**config.mk**
```make
export PLATFORM = sky130hd
export DESIGN_NAME = alu_seq
export DESIGN_NICKNAME = d
export VERILOG_FILES = /design/src/rtl/alu_seq.sv
export SDC_FILE = /design/constraint.sdc
export NUM_CORES = 1
export LEC_CHECK = 0
export CAP_MARGIN = 20
export CORE_ASPECT_RATIO = 1.25
export CORE_MARGIN = 5
export CORE_UTILIZATION = 33
export CTS_CLUSTER_DIAMETER = 150
export DETAILED_ROUTE_END_ITERATION = 16
export PLACE_DENSITY = 0.57
export SLEW_MARGIN = 10
export SYNTH_ARGS = -nofsm -noshare
export SYNTH_HDL_FRONTEND = slang
export SYNTH_SLANG_ARGS = --single-unit
```
**constraint.sdc**
```tcl
create_clock -name clk -period 12 [get_ports clk]
set_clock_uncertainty 0.2 [all_clocks]
set_input_delay 1.8 -clock clk [delete_from_list [all_inputs] [get_ports clk]]
set_output_delay 1.8 -clock clk [all_outputs]
set_load 0.005 [all_outputs]
```
**src/rtl/alu_seq.sv**
```systemverilog
// Registered ALU with valid/ready handshake on both sides, status flags and a
// multi-cycle shift-add multiplier; one operation in flight at a time.
module alu_seq #(
    parameter int WIDTH = 32,
    localparam int SHW = $clog2(WIDTH)
) (
    input  logic             clk,
    input  logic             rst,
    input  logic             in_valid,
    output logic             in_ready,
    input  logic [WIDTH-1:0] a,
    input  logic [WIDTH-1:0] b,
    input  logic [3:0]       opcode,
    output logic             out_valid,
    input  logic             out_ready,
    output logic [WIDTH-1:0] result,
    output logic             zero,
    output logic             carry,
    output logic             negative,
    output logic             overflow,
    output logic             illegal
);

    typedef enum logic [1:0] {
        IDLE = 2'd0,
        MUL  = 2'd1,
        DONE = 2'd2
    } state_t;

    typedef enum logic [3:0] {
        OP_ADD = 4'd0,
        OP_SUB = 4'd1,
        OP_AND = 4'd2,
        OP_OR  = 4'd3,
        OP_XOR = 4'd4,
        OP_NOT = 4'd5,
        OP_SLL = 4'd6,
        OP_SRL = 4'd7,
        OP_SRA = 4'd8,
        OP_MUL = 4'd9
    } op_t;

    state_t state, state_next;

    logic [WIDTH-1:0]   mcand;
    logic [WIDTH-1:0]   mplier;
    logic [2*WIDTH-1:0] acc;
    logic [2*WIDTH-1:0] acc_next;
    logic [SHW-1:0]     count;

    logic [WIDTH-1:0]   alu_res;
    logic               alu_carry;
    logic               alu_ovf;
    logic               alu_ill;
    logic [WIDTH:0]     wide;
    logic [SHW-1:0]     shamt;

    logic accept;
    logic mul_last;

    assign accept   = in_valid && in_ready;
    assign mul_last = (count == SHW'(WIDTH - 1));

    assign in_ready  = (state == IDLE);
    assign out_valid = (state == DONE);
    assign zero      = (result == '0);
    assign negative  = result[WIDTH-1];

    always_ff @(posedge clk) begin
        if (rst) state <= IDLE;
        else     state <= state_next;
    end

    always_comb begin
        state_next = state;
        unique case (state)
            IDLE: if (accept) state_next = (opcode == OP_MUL) ? MUL : DONE;
            MUL:  if (mul_last) state_next = DONE;
            DONE: if (out_ready) state_next = IDLE;
            default: state_next = IDLE;
        endcase
    end

    always_comb begin
        alu_res   = '0;
        alu_carry = 1'b0;
        alu_ovf   = 1'b0;
        alu_ill   = 1'b0;
        wide      = '0;
        shamt     = b[SHW-1:0];
        case (opcode)
            OP_ADD: begin
                wide      = {1'b0, a} + {1'b0, b};
                alu_res   = wide[WIDTH-1:0];
                alu_carry = wide[WIDTH];
                alu_ovf   = (a[WIDTH-1] == b[WIDTH-1]) && (alu_res[WIDTH-1] != a[WIDTH-1]);
            end
            OP_SUB: begin
                // Bit WIDTH of the zero-extended difference is the unsigned borrow.
                wide      = {1'b0, a} - {1'b0, b};
                alu_res   = wide[WIDTH-1:0];
                alu_carry = wide[WIDTH];
                alu_ovf   = (a[WIDTH-1] != b[WIDTH-1]) && (alu_res[WIDTH-1] != a[WIDTH-1]);
            end
            OP_AND: alu_res = a & b;
            OP_OR:  alu_res = a | b;
            OP_XOR: alu_res = a ^ b;
            OP_NOT: alu_res = ~a;
            OP_SLL: alu_res = a << shamt;
            OP_SRL: alu_res = a >> shamt;
            OP_SRA: alu_res = WIDTH'($signed(a) >>> shamt);
            OP_MUL: alu_res = '0;
            default: alu_ill = 1'b1;
        endcase
    end

    always_comb begin
        acc_next = acc;
        if (mplier[0]) acc_next = acc + ({{WIDTH{1'b0}}, mcand} << count);
    end

    always_ff @(posedge clk) begin
        if (rst) begin
            result   <= '0;
            carry    <= 1'b0;
            overflow <= 1'b0;
            illegal  <= 1'b0;
            mcand    <= '0;
            mplier   <= '0;
            acc      <= '0;
            count    <= '0;
        end else begin
            case (state)
                IDLE: if (accept) begin
                    if (opcode == OP_MUL) begin
                        mcand  <= a;
                        mplier <= b;
                        acc    <= '0;
                        count  <= '0;
                    end else begin
                        result   <= alu_res;
                        carry    <= alu_carry;
                        overflow <= alu_ovf;
                        illegal  <= alu_ill;
                    end
                end
                MUL: begin
                    acc    <= acc_next;
                    mplier <= mplier >> 1;
                    count  <= count + 1'b1;
                    // Final iteration folds into the result write so DONE follows immediately.
                    if (mul_last) begin
                        result   <= acc_next[WIDTH-1:0];
                        carry    <= |acc_next[2*WIDTH-1:WIDTH];
                        overflow <= 1'b0;
                        illegal  <= 1'b0;
                    end
                end
                default: ;
            endcase
        end
    end

endmodule

```
==> metrics.txt, run 1 <==
DP Worst Slack 4.932 ns; Routed Antenna Nets 0; Post-CTS Hold Fix Bufs 0; clock root cell clkbuf_16; I/O Pins 111; num rows 104; Final period util 56.49%; Hold Crit Depth 2; worst slew pin tran 1.051 ns; yosys warns 0; DIE AREA 0.07011 sq mm; Yosys reg bits 170; global route overflow 0; CTS H-Tree Depth 4; routed wire length 103200 um; drt drc 0; share of layout cells above drive strength 1 6.337%; min-delay worst type reg2reg; chip width 237.8 um; Post-Syn Instances 3121; Reg2Reg Setup Slack 5.70 ns; vias in the first global route 22.85k; initial antenna violation count 2; Flop pwr share 33.8%; Comb pwr share 32.9%; TritonRoute pass-1 iters 8; clk sinks 170; via count 24.44k; max-slew violation count 0; Hold Violations, Final 0; top_reg_cell synth dfxtp_1; post-CTS resize count 0; worst-path cell chain clkdlybuf4s50_1 > buf_4 > inv_1 > ha_1 > o21ai_0 > o21bai_1 > nor3_1 > o31ai_1 > a21o_1 > a21o_1 > a21o_1 > a21oi_1 > a221o_1 > a221oi_1 > o22ai_1; setup repair bufs after CTS 0; status finished clean; via/cell ratio 6.226; core box area 0.06441 sq mm; first-pass GRT wire length 149900 um; slew margin rel. 27.93%; switching pwr 0.6739 mW; CP max-delay cell o31ai_1; Final Setup Violations 0; slowest stage delay, CP 0.84 ns; TNS Setup 0 ns; Worst-path clk slew 0.07 ns; CTS tree done; max cap viols 0; crit-path most repeated cell a21o_1; Clk Latency, worst-skew pair 0.50 ns; crit path max fanout 46; Crit path required time 12.12 ns; Switching Fraction 38.09%; most frequent cells in the layout nand2_1 (393), nor2_1 (392), a21oi_1 (333); Die Y 294.8 um; routability cong. 1.036; R2R depth 18; Global Route Usage Sum 28.03%; nets 3301; n_diodes 0; critical path class in2reg; maximum clock insertion buffer count 2; Max Clk Rate 0.1475 GHz; Clock power frac 33.3%; Distinct cells, synth 92; Worst IR Drop VDD 114.3 uV; Leak 9.118 nW; Internal Power 1.095 mW; commonest non-fill, non-tap cell in the layout nand2_1; WL/cell 26.30 um; final setup margin 5.221 ns; largest net degree at the start of global routing 73; area delta synth->final 10.40%; Avg Synthesized Cell Area 6.860 sq um; Startpoint Class input pin; Post-synth EDFFs 0; filler cell count 7011; Tmin final 6.779 ns; Syn Nets 3358; Setup crit end kind register; Cell Pwr Density 74.85 mW/mm^2; hpwl dp 81390 um; Critical Path AT 6.90 ns; Post-synth ARST share 0%; initial core utilization 33.24%; DRT iter0 DRCs 2625; RSZ-0062 raised after global routing false; Syn Std Cell Area 0.02141 sq mm; post-synthesis sequential area ratio 15.90%; TritonCTS Buffers 17; Port-buffer cells 110
## area by class of cell
| class | count | area (sq um) | area share (%) |
|---|---|---|---|
| sequential | 170 | 3408 | 14.42 |
| clock buffer | 21 | 460.4 | 1.948 |
| tap | 848 | 1061 | 4.489 |
| multi-input combinational | 2599 | 16710 | 70.69 |
| clock inverter | 11 | 132.6 | 0.5611 |
| timing repair buffer | 153 | 1404 | 5.939 |
| inverter | 123 | 461.7 | 1.953 |
## path summary, 6_finish.rpt
kind,from,end
worst min-delay path,mplier[1],mplier[0]
worst max register to register,count[0],carry
worst min register to register,mplier[1],mplier[0]
worst max-delay path,b[4],result[16]
## state kept, by name, indices dropped and copies added (netlist names)
register and flops:
acc 64, count 5, illegal 1, overflow 1, mcand 32, result 32, state 2, mplier 32
carry 1
## worst max-delay path: cells and delay by family
| kind | cells | cell delay, ns |
|---|---|---|
| compound gates | 10 | 2.99 |
| fa+ha+maj | 1 | 0.56 |
| simple gates | 1 | 0.13 |
| buf+inv | 3 | 1.37 |
## synth_stat cells, types with 16 or more instances
master / number / area share, %
nand2_1: 393 / 6.9
nor4_1: 16 / 0.47
dfxtp_1: 170 / 16
o21a_1: 20 / 0.70
a21o_1: 33 / 1.2
mux2i_1: 137 / 6.4
nand4_1: 37 / 1.1
o21bai_1: 26 / 0.91
nand3_1: 44 / 1.0
a221oi_1: 18 / 0.74
and2_1: 26 / 0.76
mux4_2: 27 / 2.8
o31ai_1: 20 / 0.70
nor2_1: 393 / 6.9
o21ai_0: 238 / 5.6
mux2_2: 31 / 1.6
buf_1: 37 / 0.65
a22oi_1: 30 / 1.1
nand2b_1: 31 / 0.91
nor3_1: 60 / 1.4
or3_1: 20 / 0.58
a21oi_1: 335 / 7.8
xor2_1: 20 / 0.82
clkbuf_1: 175 / 3.1
ha_1: 162 / 9.5
o221ai_1: 17 / 0.70
o21ai_1: 16 / 0.37
xnor2_1: 40 / 1.6
a31oi_1: 34 / 0.99
a211oi_1: 44 / 1.5
a311oi_1: 36 / 1.5
o22ai_1: 76 / 2.2
and3_1: 20 / 0.58
inv_1: 117 / 2.1
nor2b_1: 18 / 0.53
## logic make-up after synthesis
| logic type | after synthesis | synth area share [%] |
|---|---|---|
| adder cells (fa/ha/maj) | 165 | 9.748 |
| XOR/XNOR | 60 | 2.454 |
| flip-flops | 170 | 15.90 |
| multiplexers | 195 | 10.88 |
| AND/OR/NAND/NOR | 1103 | 22.98 |
| AO/OA/AOI/OAI | 1076 | 31.75 |
| buffers and inverters | 352 | 6.294 |
## power groups by stage
| stage | Clock, mW | Combinational (mW) | Sequential [mW] |
|---|---|---|---|
| 2_1_floorplan | 0 | 0.333 | 0.601 |
| 3_3_place_gp | 0 | 0.565 | 0.610 |
| 3_5_place_dp | 0 | 0.563 | 0.610 |
| 4_1_cts | 0.599 | 0.565 | 0.597 |
| 5_1_grt | 0.618 | 0.612 | 0.598 |
| 6_report | 0.589 | 0.583 | 0.597 |
## per-layer routing
metal | GRT usage (%) | vias up | wire length [um]
met5 | 0 | - | 13
met4 | 19.35 | 2 | 8974
met3 | 4.080 | 348 | 7054
met2 | 46.63 | 1241 | 47670
met1 | 33.29 | 11570 | 39510
li1 | - | 11270 | -
## through the flow
step | std cells | area [sq um] | total power, mW | util, % | hold WS (ns)
after floorplan | 3121 | 21410 | 0.9341 | - | 0.2452
final | 3925 | 23640 | 1.769 | 36.70 | 0.2755
after global placement | 3893 | 23040 | 1.175 | 35.78 | 0.2615
after CTS | 3925 | 23640 | 1.761 | 36.70 | 0.2743
after detailed placement | 3893 | 23040 | 1.173 | 35.78 | 0.2651
after global routing | 3925 | 23640 | 1.828 | 36.70 | 0.2972
(Power assumes the default switching activity.)
==> run 2, diff against run 1 <==
PLACE_DENSITY = 0.59   (was 0.57)
clock period = 6.15 ns   (was 12 ns; I/O delays follow)
==> run 2 against run 1 <==
Effect of this change: first-iteration DRC count down 3.3%; power up 93%; count of clock-buffer cells in the layout down 4; sequential share of layout area down 0.30 points; final cell count up 1.8%; combinational power up 97%; clock power up 88%; via count up 0.34%; register-to-register slack worse by 5.4 ns.
==> metrics.txt, run 2 (synthesized netlist as in run 1, its figures left out) <==
status finished clean; top sig layer met4; min-delay worst type reg2reg; setup repair bufs after CTS 0 (unchanged); post-CTS resize count 1 (+1); via/cell ratio 6.135 (-1.5%); Worst path top cell family by delay compound AO/OA/AOI/OAI gates; TritonCTS Buffers 17 (unchanged); TritonRoute pass-1 iters 6 (-2); drt drc 0 (unchanged); Worst IR Drop VDD 221.9 uV (+94%); commonest non-fill, non-tap cell in the layout nand2_1; routability cong. 1.041 (+0.44%); nets 3373 (+2.2%); Port-buffer cells 110 (unchanged); hpwl dp 83420 um (+2.5%); filler cell count 7092 (+1.2%); clk sinks 170 (unchanged); DIE AREA 0.07011 sq mm (unchanged); clock root cell clkbuf_16; area delta synth->final 12.93%; worst slew pin tran 1.032 ns (-0.01935 ns); first-pass GRT wire length 152000 um (+1.4%); Startpoint Class register; reg2reg start count[0]; Tmin final 5.835 ns; n_diodes 0 (unchanged); initial antenna violation count 1 (-1); fin area 0.02418 sq mm (+2.3%); Post-CTS Hold Fix Bufs 0 (unchanged); Global Route Usage Sum 28.59% (+0.56 points); vias in the first global route 23.72k (+3.8%); CTS tree done; WL/cell 26.16 um (-0.53%); Setup crit end kind register; crit path max fanout 18 (-61%); Leak 9.451 nW (+3.7%); Final Setup Violations 0 (unchanged); Critical Path AT 6.02 ns (-0.88 ns); slowest stage delay, CP 0.53 ns (-0.31 ns); Top reg by flops acc; Max Clk Rate 0.1714 GHz; final hold slack 0.2755 ns (+0.000005000 ns); I/O Pins 111 (unchanged); via count 24.52k (+0.34%); critical path class reg2reg; core box area 0.06441 sq mm (unchanged); Hold Violations, Final 0 (unchanged); Final period util 94.88%; largest net degree at the start of global routing 67 (-8.2%); Routed Antenna Nets 0 (unchanged); max cap viols 0 (unchanged); Crit path required time 6.34 ns (-5.78 ns); DRT iter0 DRCs 2538 (-3.3%); chip width 237.8 um (unchanged); Clk Latency, worst-skew pair 0.49 ns (about the same); post-placement cell area 0.02359 sq mm (+2.4%); max reg flops 64 (unchanged); most frequent cells in the layout nand2_1 (393), nor2_1 (390), a21oi_1 (333); met2 WL post-DR 49920 um (+4.7%); global route overflow 0 (unchanged); Multi-input gate area 0.01672 sq mm (about the same); DP Worst Slack -0.07295 ns (-5.005 ns); wire length on met3 7016 um (-0.54%); initial core utilization 33.24% (unchanged); share of layout cells above drive strength 1 8.638% (+2.3 points); num rows 104 (unchanged); CTS H-Tree Depth 4 (unchanged); maximum clock insertion buffer count 2 (unchanged); CP startpoint count[0]; slew margin rel. 30.50% (+2.6 points); hold path start mcand[26]; Met1 Wirelength 39420 um (-0.22%); Cell Pwr Density 141.4 mW/mm^2 (+89%); routed wire length 104600 um (+1.3%); CP max-delay cell dfxtp_4; final setup margin 0.3147 ns (-4.907 ns); Worst-path clk slew 0.08 ns (about the same); worst-path cell chain buf_4 > mux4_2 > mux2_2 > o21ai_0 > o22ai_1 > ha_1 > nand2_1 > nor2_1 > nand2_1 > nor4_1 > o21ai_1 > a211oi_2 > nor3_1 > a311oi_1 > nand4_1 > nand4bb_1 > nor4b_2 > nor2_1; RSZ-0062 raised after global routing false; Die Y 294.8 um (unchanged); register area 0.003413 sq mm (+0.15%); max-slew violation count 0 (unchanged); Buf+Inv Stages, Crit Path 1 (-2)
[run 2: changes by cell type in the layout (fill, tap and decap cells not counted), sizes merged]
cell	before	now
buf	48	120
bufinv	2	0
clkbuf	21	17
clkinv	4	7
clkinvlp	1	2
inv	127	129
[run 2: where the power goes]
group          switching, mW  total (mW)  leakage, nW  internal [mW]
registers             0.0343        1.16         1.38           1.13
logic                  0.748        1.15         7.79          0.400
clock network          0.567        1.11        0.281          0.540
total                   1.35        3.42         9.45           2.07
[run 2: final timing paths]
| kind | endpoint | slack, ns | cells past startpoint |
|---|---|---|---|
| setup / recovery | carry | 0.31 | 18 |
| hold / removal | mcand[26] | 0.28 | 2 |
| setup reg to reg | carry | 0.31 | 18 |
| hold reg to reg | mcand[26] | 0.28 | 2 |
[run 2: final cells by class]
class                   count  area share, %
multi-input cells        2599          69.14
inverters                 123          1.909
repair buffers            225          8.041
clock buffers              17          1.759
well taps                 848          4.388
flip-flops and latches    170          14.12
clock inverters            15         0.6417
[run 2: through the flow]
| step | setup TNS (ns) | utilization, % | std cells | total power, mW |
|---|---|---|---|---|
| floorplan | 0 | - | 3121 | 1.823 |
| global placement | -0.04548 | 36.62 | 3965 | 2.300 |
| detailed placement | -0.07295 | 36.62 | 3965 | 2.296 |
| CTS | 0 | 37.53 | 3997 | 3.413 |
| global route | 0 | 37.54 | 3997 | 3.551 |
| finish | 0 | 37.54 | 3997 | 3.418 |
[run 2: tightest hold or removal path, stage by stage (launching register included)]
cell     delay, ns
dfxtp_1       0.33
nand2_1       0.05
a21oi_1       0.05
[run 2: per-layer routing]
layer / GRT usage (%) / vias to the layer above
li1: - / 11430
met1: 32.79 / 11600
met2: 49.18 / 1161
met3: 4.820 / 328
met4: 18.31 / 0
met5: 0 / -
